==> config.mk <==
export PLATFORM = sky130hd
export DESIGN_NAME = seg_scan_ctrl
export DESIGN_NICKNAME = d
export VERILOG_FILES = /design/src/rtl/seg_pkg.sv /design/src/rtl/hex_to_seg7.sv /design/src/rtl/seg_scan_ctrl.sv
export SDC_FILE = /design/constraint.sdc
export NUM_CORES = 1
export LEC_CHECK = 0
export BUFFER_PORTS_ARGS = -buffer_cell sky130_fd_sc_hd__buf_4
export CAP_MARGIN = 20
export CORE_MARGIN = 5
export CORE_UTILIZATION = 40
export CTS_CLUSTER_DIAMETER = 120
export DETAILED_ROUTE_END_ITERATION = 10
export PLACE_DENSITY = 0.8
export RECOVER_POWER = 50
export SYNTH_ARGS = -nofsm -noshare
export SYNTH_HDL_FRONTEND = slang
export SYNTH_SLANG_ARGS = --single-unit
==> constraint.sdc <==
create_clock -name clk -period 8.05 [get_ports clk]
set_input_delay 1.61 -clock clk [delete_from_list [all_inputs] [get_ports clk]]
set_output_delay 1.61 -clock clk [all_outputs]
set_load 0.1 [all_outputs]
==> src/rtl/seg_pkg.sv <==
// Shared constants for the seven-segment scan controller: active-low hex
// segment codes ({dp,g,f,e,d,c,b,a}) and the display-mode encodings.
package seg_pkg;

  localparam logic [7:0] SEG_0     = 8'hC0;
  localparam logic [7:0] SEG_1     = 8'hF9;
  localparam logic [7:0] SEG_2     = 8'hA4;
  localparam logic [7:0] SEG_3     = 8'hB0;
  localparam logic [7:0] SEG_4     = 8'h99;
  localparam logic [7:0] SEG_5     = 8'h92;
  localparam logic [7:0] SEG_6     = 8'h82;
  localparam logic [7:0] SEG_7     = 8'hF8;
  localparam logic [7:0] SEG_8     = 8'h80;
  localparam logic [7:0] SEG_9     = 8'h90;
  localparam logic [7:0] SEG_A     = 8'h88;
  localparam logic [7:0] SEG_B     = 8'h83;
  localparam logic [7:0] SEG_C     = 8'hC6;
  localparam logic [7:0] SEG_D     = 8'hA1;
  localparam logic [7:0] SEG_E     = 8'h86;
  localparam logic [7:0] SEG_F     = 8'h8E;
  localparam logic [7:0] SEG_BLANK = 8'hFF;

  typedef enum logic [1:0] {
    MODE_PC  = 2'b00,
    MODE_RS  = 2'b01,
    MODE_RT  = 2'b10,
    MODE_ALU = 2'b11
  } mode_e;

endpackage

==> src/rtl/hex_to_seg7.sv <==
// Combinational hex nibble to active-low seven-segment code; decimal point
// is always dark (bit 7 set in every code).
module hex_to_seg7
  import seg_pkg::*;
(
  input  logic [3:0] nibble,
  output logic [7:0] seg
);

  always_comb begin
    seg = SEG_BLANK;
    unique case (nibble)
      4'h0: seg = SEG_0;
      4'h1: seg = SEG_1;
      4'h2: seg = SEG_2;
      4'h3: seg = SEG_3;
      4'h4: seg = SEG_4;
      4'h5: seg = SEG_5;
      4'h6: seg = SEG_6;
      4'h7: seg = SEG_7;
      4'h8: seg = SEG_8;
      4'h9: seg = SEG_9;
      4'hA: seg = SEG_A;
      4'hB: seg = SEG_B;
      4'hC: seg = SEG_C;
      4'hD: seg = SEG_D;
      4'hE: seg = SEG_E;
      4'hF: seg = SEG_F;
    endcase
  end

endmodule

==> src/rtl/seg_scan_ctrl.sv <==
// Four-digit multiplexed seven-segment controller. A debug word selected by
// sw is snapshotted once per scan frame so a frame never mixes two samples.
module seg_scan_ctrl
  import seg_pkg::*;
#(
  parameter int unsigned REFRESH_DIV = 100000
) (
  input  logic        clk,
  input  logic        Reset,
  input  logic [1:0]  sw,
  input  logic [31:0] pc_cur,
  input  logic [31:0] pc_next,
  input  logic [4:0]  rs_addr,
  input  logic [4:0]  rt_addr,
  input  logic [31:0] rs_data,
  input  logic [31:0] rt_data,
  input  logic [31:0] alu_res,
  input  logic [31:0] db_data,
  output logic [3:0]  AN,
  output logic [7:0]  dispcode
);

  localparam int unsigned CntW = (REFRESH_DIV > 1) ? $clog2(REFRESH_DIV) : 1;
  localparam logic [CntW-1:0] CntMax = CntW'(REFRESH_DIV - 1);

  logic [1:0]      sw_meta, sw_sync;
  logic [CntW-1:0] div_cnt;
  logic [1:0]      idx, idx_next;
  logic [15:0]     snap, mode_word, frame_word;
  logic            tick, frame;
  logic [3:0]      nibble;
  logic [7:0]      seg;

  // Only the low byte of each 32-bit tap is ever displayed.
  logic unused_taps;
  assign unused_taps = ^{pc_cur[31:8], pc_next[31:8], rs_data[31:8], rt_data[31:8],
                         alu_res[31:8], db_data[31:8]};

  assign tick     = (div_cnt == CntMax);
  assign frame    = tick && (idx == 2'd3);
  assign idx_next = idx + 2'd1;

  always_comb begin
    mode_word = '0;
    unique case (mode_e'(sw_sync))
      MODE_PC:  mode_word = {pc_cur[7:0], pc_next[7:0]};
      MODE_RS:  mode_word = {3'b000, rs_addr, rs_data[7:0]};
      MODE_RT:  mode_word = {3'b000, rt_addr, rt_data[7:0]};
      MODE_ALU: mode_word = {alu_res[7:0], db_data[7:0]};
    endcase
  end

  // On the frame boundary digit 0 must come from the word being loaded now.
  assign frame_word = frame ? mode_word : snap;
  assign nibble     = frame_word[{idx_next, 2'b00} +: 4];

  hex_to_seg7 u_hex_to_seg7 (
    .nibble (nibble),
    .seg    (seg)
  );

  always_ff @(posedge clk or negedge Reset) begin
    if (!Reset) begin
      sw_meta <= 2'b00;
      sw_sync <= 2'b00;
    end else begin
      sw_meta <= sw;
      sw_sync <= sw_meta;
    end
  end

  always_ff @(posedge clk or negedge Reset) begin
    if (!Reset) begin
      div_cnt <= '0;
      idx     <= 2'd3;
    end else begin
      div_cnt <= tick ? '0 : div_cnt + 1'b1;
      if (tick) begin
        idx <= idx_next;
      end
    end
  end

  always_ff @(posedge clk or negedge Reset) begin
    if (!Reset) begin
      snap <= '0;
    end else if (frame) begin
      snap <= mode_word;
    end
  end

  // Anode and segment registers load together so they never disagree.
  always_ff @(posedge clk or negedge Reset) begin
    if (!Reset) begin
      AN       <= 4'b1111;
      dispcode <= SEG_BLANK;
    end else if (tick) begin
      AN       <= ~(4'b0001 << idx_next);
      dispcode <= seg;
    end
  end

endmodule

==> metrics.yaml <==
status: "finished with violations"
violations: "capacitance limit, slew limit"
die_area_mm2: 0.008914
vias_per_cell: 5.038
fillers: 610
crit_path_end_kind: "flop"
synth-edff-count: 0
drtIter0Drc: 53
layout.nets: 512
coreArea_mm2: 0.006869
hold_buffers: 0
most-common-layout-cells: "buf_4, dfrtp_1, nor2_1"
slew_viol_final: 51
setup.worst_path.start: "div_cnt[11]"
ant_nets: 0
grt_usage_pct: 13.99
maxCapViolCount: 1
drc_errors: 0
final_hold_viol_count: 0
gp_congestion: 0.7855
rsz0062_at_grt: "false"
antenna_found_initial: 0
firstDrtPassIters: 6
htreeDepth: 2
timing.slew.headroom_pct: -71.33
area_growth_pct: 24.14
synth_area_mm2: 0.002850
total_power_uw: 470.1
min_path_type: "reg2reg"
ios: 218
cts.clk_slew.worst_paths_ns: 0.09
grt_pass1_wl_mm: 9.880
place_area_mm2: 0.003436
n_antenna_cell: 0
crit_path_top_delay_cell: "and2_1"
synthFlopType: "dfrtp_1"
hpwl_mm: 4.371
wl_per_cell_um: 14.49
path_cells: "or4b_4 > nor4_4 > buf_4 > and2_1 > mux2_2 > mux2_1 > mux2i_1 > inv_1 > ha_1 > mux2_1 > nor3_1 > nor3_1"
cts-root-buf: "clkbuf_8"
cts_resized: 0
first_global_vias: 2151
worst_pin_slew_ns: 2.570
wirelength_mm: 5.679
finalSetupViolCount: 0
drive_above_1_share_pct: 44.26
crit_fanout: 22
die_h_um: 94.42
fmax_mhz: 214.2
crit_type: "reg2reg"
final-seq-area_mm2: 0.001267
fin_tns_setup_ns: 0
crit_arrival_ns: 4.88
post_cts_buffers: 0
syn_inst: 229
cts_tree: "yes"
layout.cells.non_filler: 392
start_util_pct: 41.49
final_cell_area_mm2: 0.003538
clock_skew_ns: 0.008867
synth-warning-count: 0
portBuffers: 72
rows: 30
grt_max_degree: 51
die_w_um: 94.42
ys_ff_latch: 50
yosysUniqueCellTypes: 43
rr_startpoint: "div_cnt[11]"
syn-mean-instance-area_um2: 12.45
final.min_clock_period_ns: 4.668
clockBufferDepth: 2
p_per_area_mw_per_mm2: 132.8
grt_overflow_total: 0
num_vias: 1975
multiInputGateArea_mm2: 0.001466
synth_nets: 446
irDropWorstVdd_v: 0.00006197
holdWs_ns: 0.3555
cpPeakStageDelay_ns: 0.87
cts_sinks: 50
synth-seq-area-share_pct: 44.47
cts_buffers: 5
p_leak_uw: 0.001633
final_common_cell: "buf_4"
insertion_delay_ns: 0.29
worstSetupStartpointType: "flop"
hold_start: "sw_meta[1]"
async_flop_share_pct: 100.0
dpl.cell_count: 384
cp.required_ns: 8.27
period_share_pct: 57.98
-- cells in the mapped netlist, types with 7 or more instances --
cell type | number | area (um^2)
nand3_1 | 8 | 40.04
dfstp_2 | 13 | 341.6
mux4_2 | 19 | 427.9
nor2_1 | 21 | 78.83
mux2_2 | 18 | 202.7
clkbuf_1 | 7 | 26.28
dfrtp_1 | 37 | 925.9
ha_1 | 11 | 137.6
nand2_1 | 13 | 48.80
xor2_1 | 8 | 70.07
xnor2_1 | 8 | 70.07
inv_1 | 9 | 33.78
-- metrics by stage --
step                util [%]  setup slack, ns
finish                 51.51            3.382
global route           51.51            3.065
CTS                    51.57            3.404
detailed placement     50.02            3.447
global placement       50.02            3.510
floorplan                  -            4.201
-- final cells by class --
cell class                 instances  area share, %
multi-input combinational        156          41.44
sequential                        50          35.82
timing repair buffer              73          15.38
tap                               96          3.395
clock buffer                       7          2.157
inverter                           9         0.9547
clock inverter                     1         0.8487
-- critical path: cells and delay by family, from the launching register on --
family	cells	cell delay, ns
simple gates	5	1.90
mux	4	1.49
buf+inv	2	0.47
flops	1	0.44
fa+ha+maj	1	0.28
-- metal layers --
metal,track usage [%],up-vias,part of all wire [%]
met5,0,-,0
met4,2.527,0,0.74
met3,5.578,5,8.4
met2,21.93,70,45
met1,18.61,944,45
li1,-,956,-
-- power by group --
part	switching, uW	total (uW)	internal (uW)
clock network	77.8	171	93.0
registers	3.31	256	252
logic	14.4	43.6	29.3
total	95.5	470	375
-- registers in the layout (all words and copies together) (netlist names) --
signal and cells:
div_cnt 17, snap 16, dispcode 7, AN 4
idx 2, sw_meta 2, sw_sync 2
-- cell families (layout without fill, tap and decap cells) --
group	Yosys count	after routing	share of synthesized area (%)
xor gates and xnor gates	16	16	4.917
AOI/OAI and AO/OA	21	21	5.181
and+or+nand+nor	62	62	11.37
buffers and inverters	23	90	4.082
adders and majority gates	11	11	4.829
muxes	45	45	25.02
other	1	1	0.1316
DFF	50	50	44.47
-- final timing paths --
check,to,slack [ns],cells past startpoint
max in group asynchronous,div_cnt[10],4.49,1
min reg2reg,sw_sync[1],0.36,0
min in group asynchronous,div_cnt[13],2.11,1
max reg2reg,dispcode[3],3.38,12
min,sw_sync[1],0.36,0
max,dispcode[3],3.38,12
Note: power is estimated with default switching activity, not from simulation.
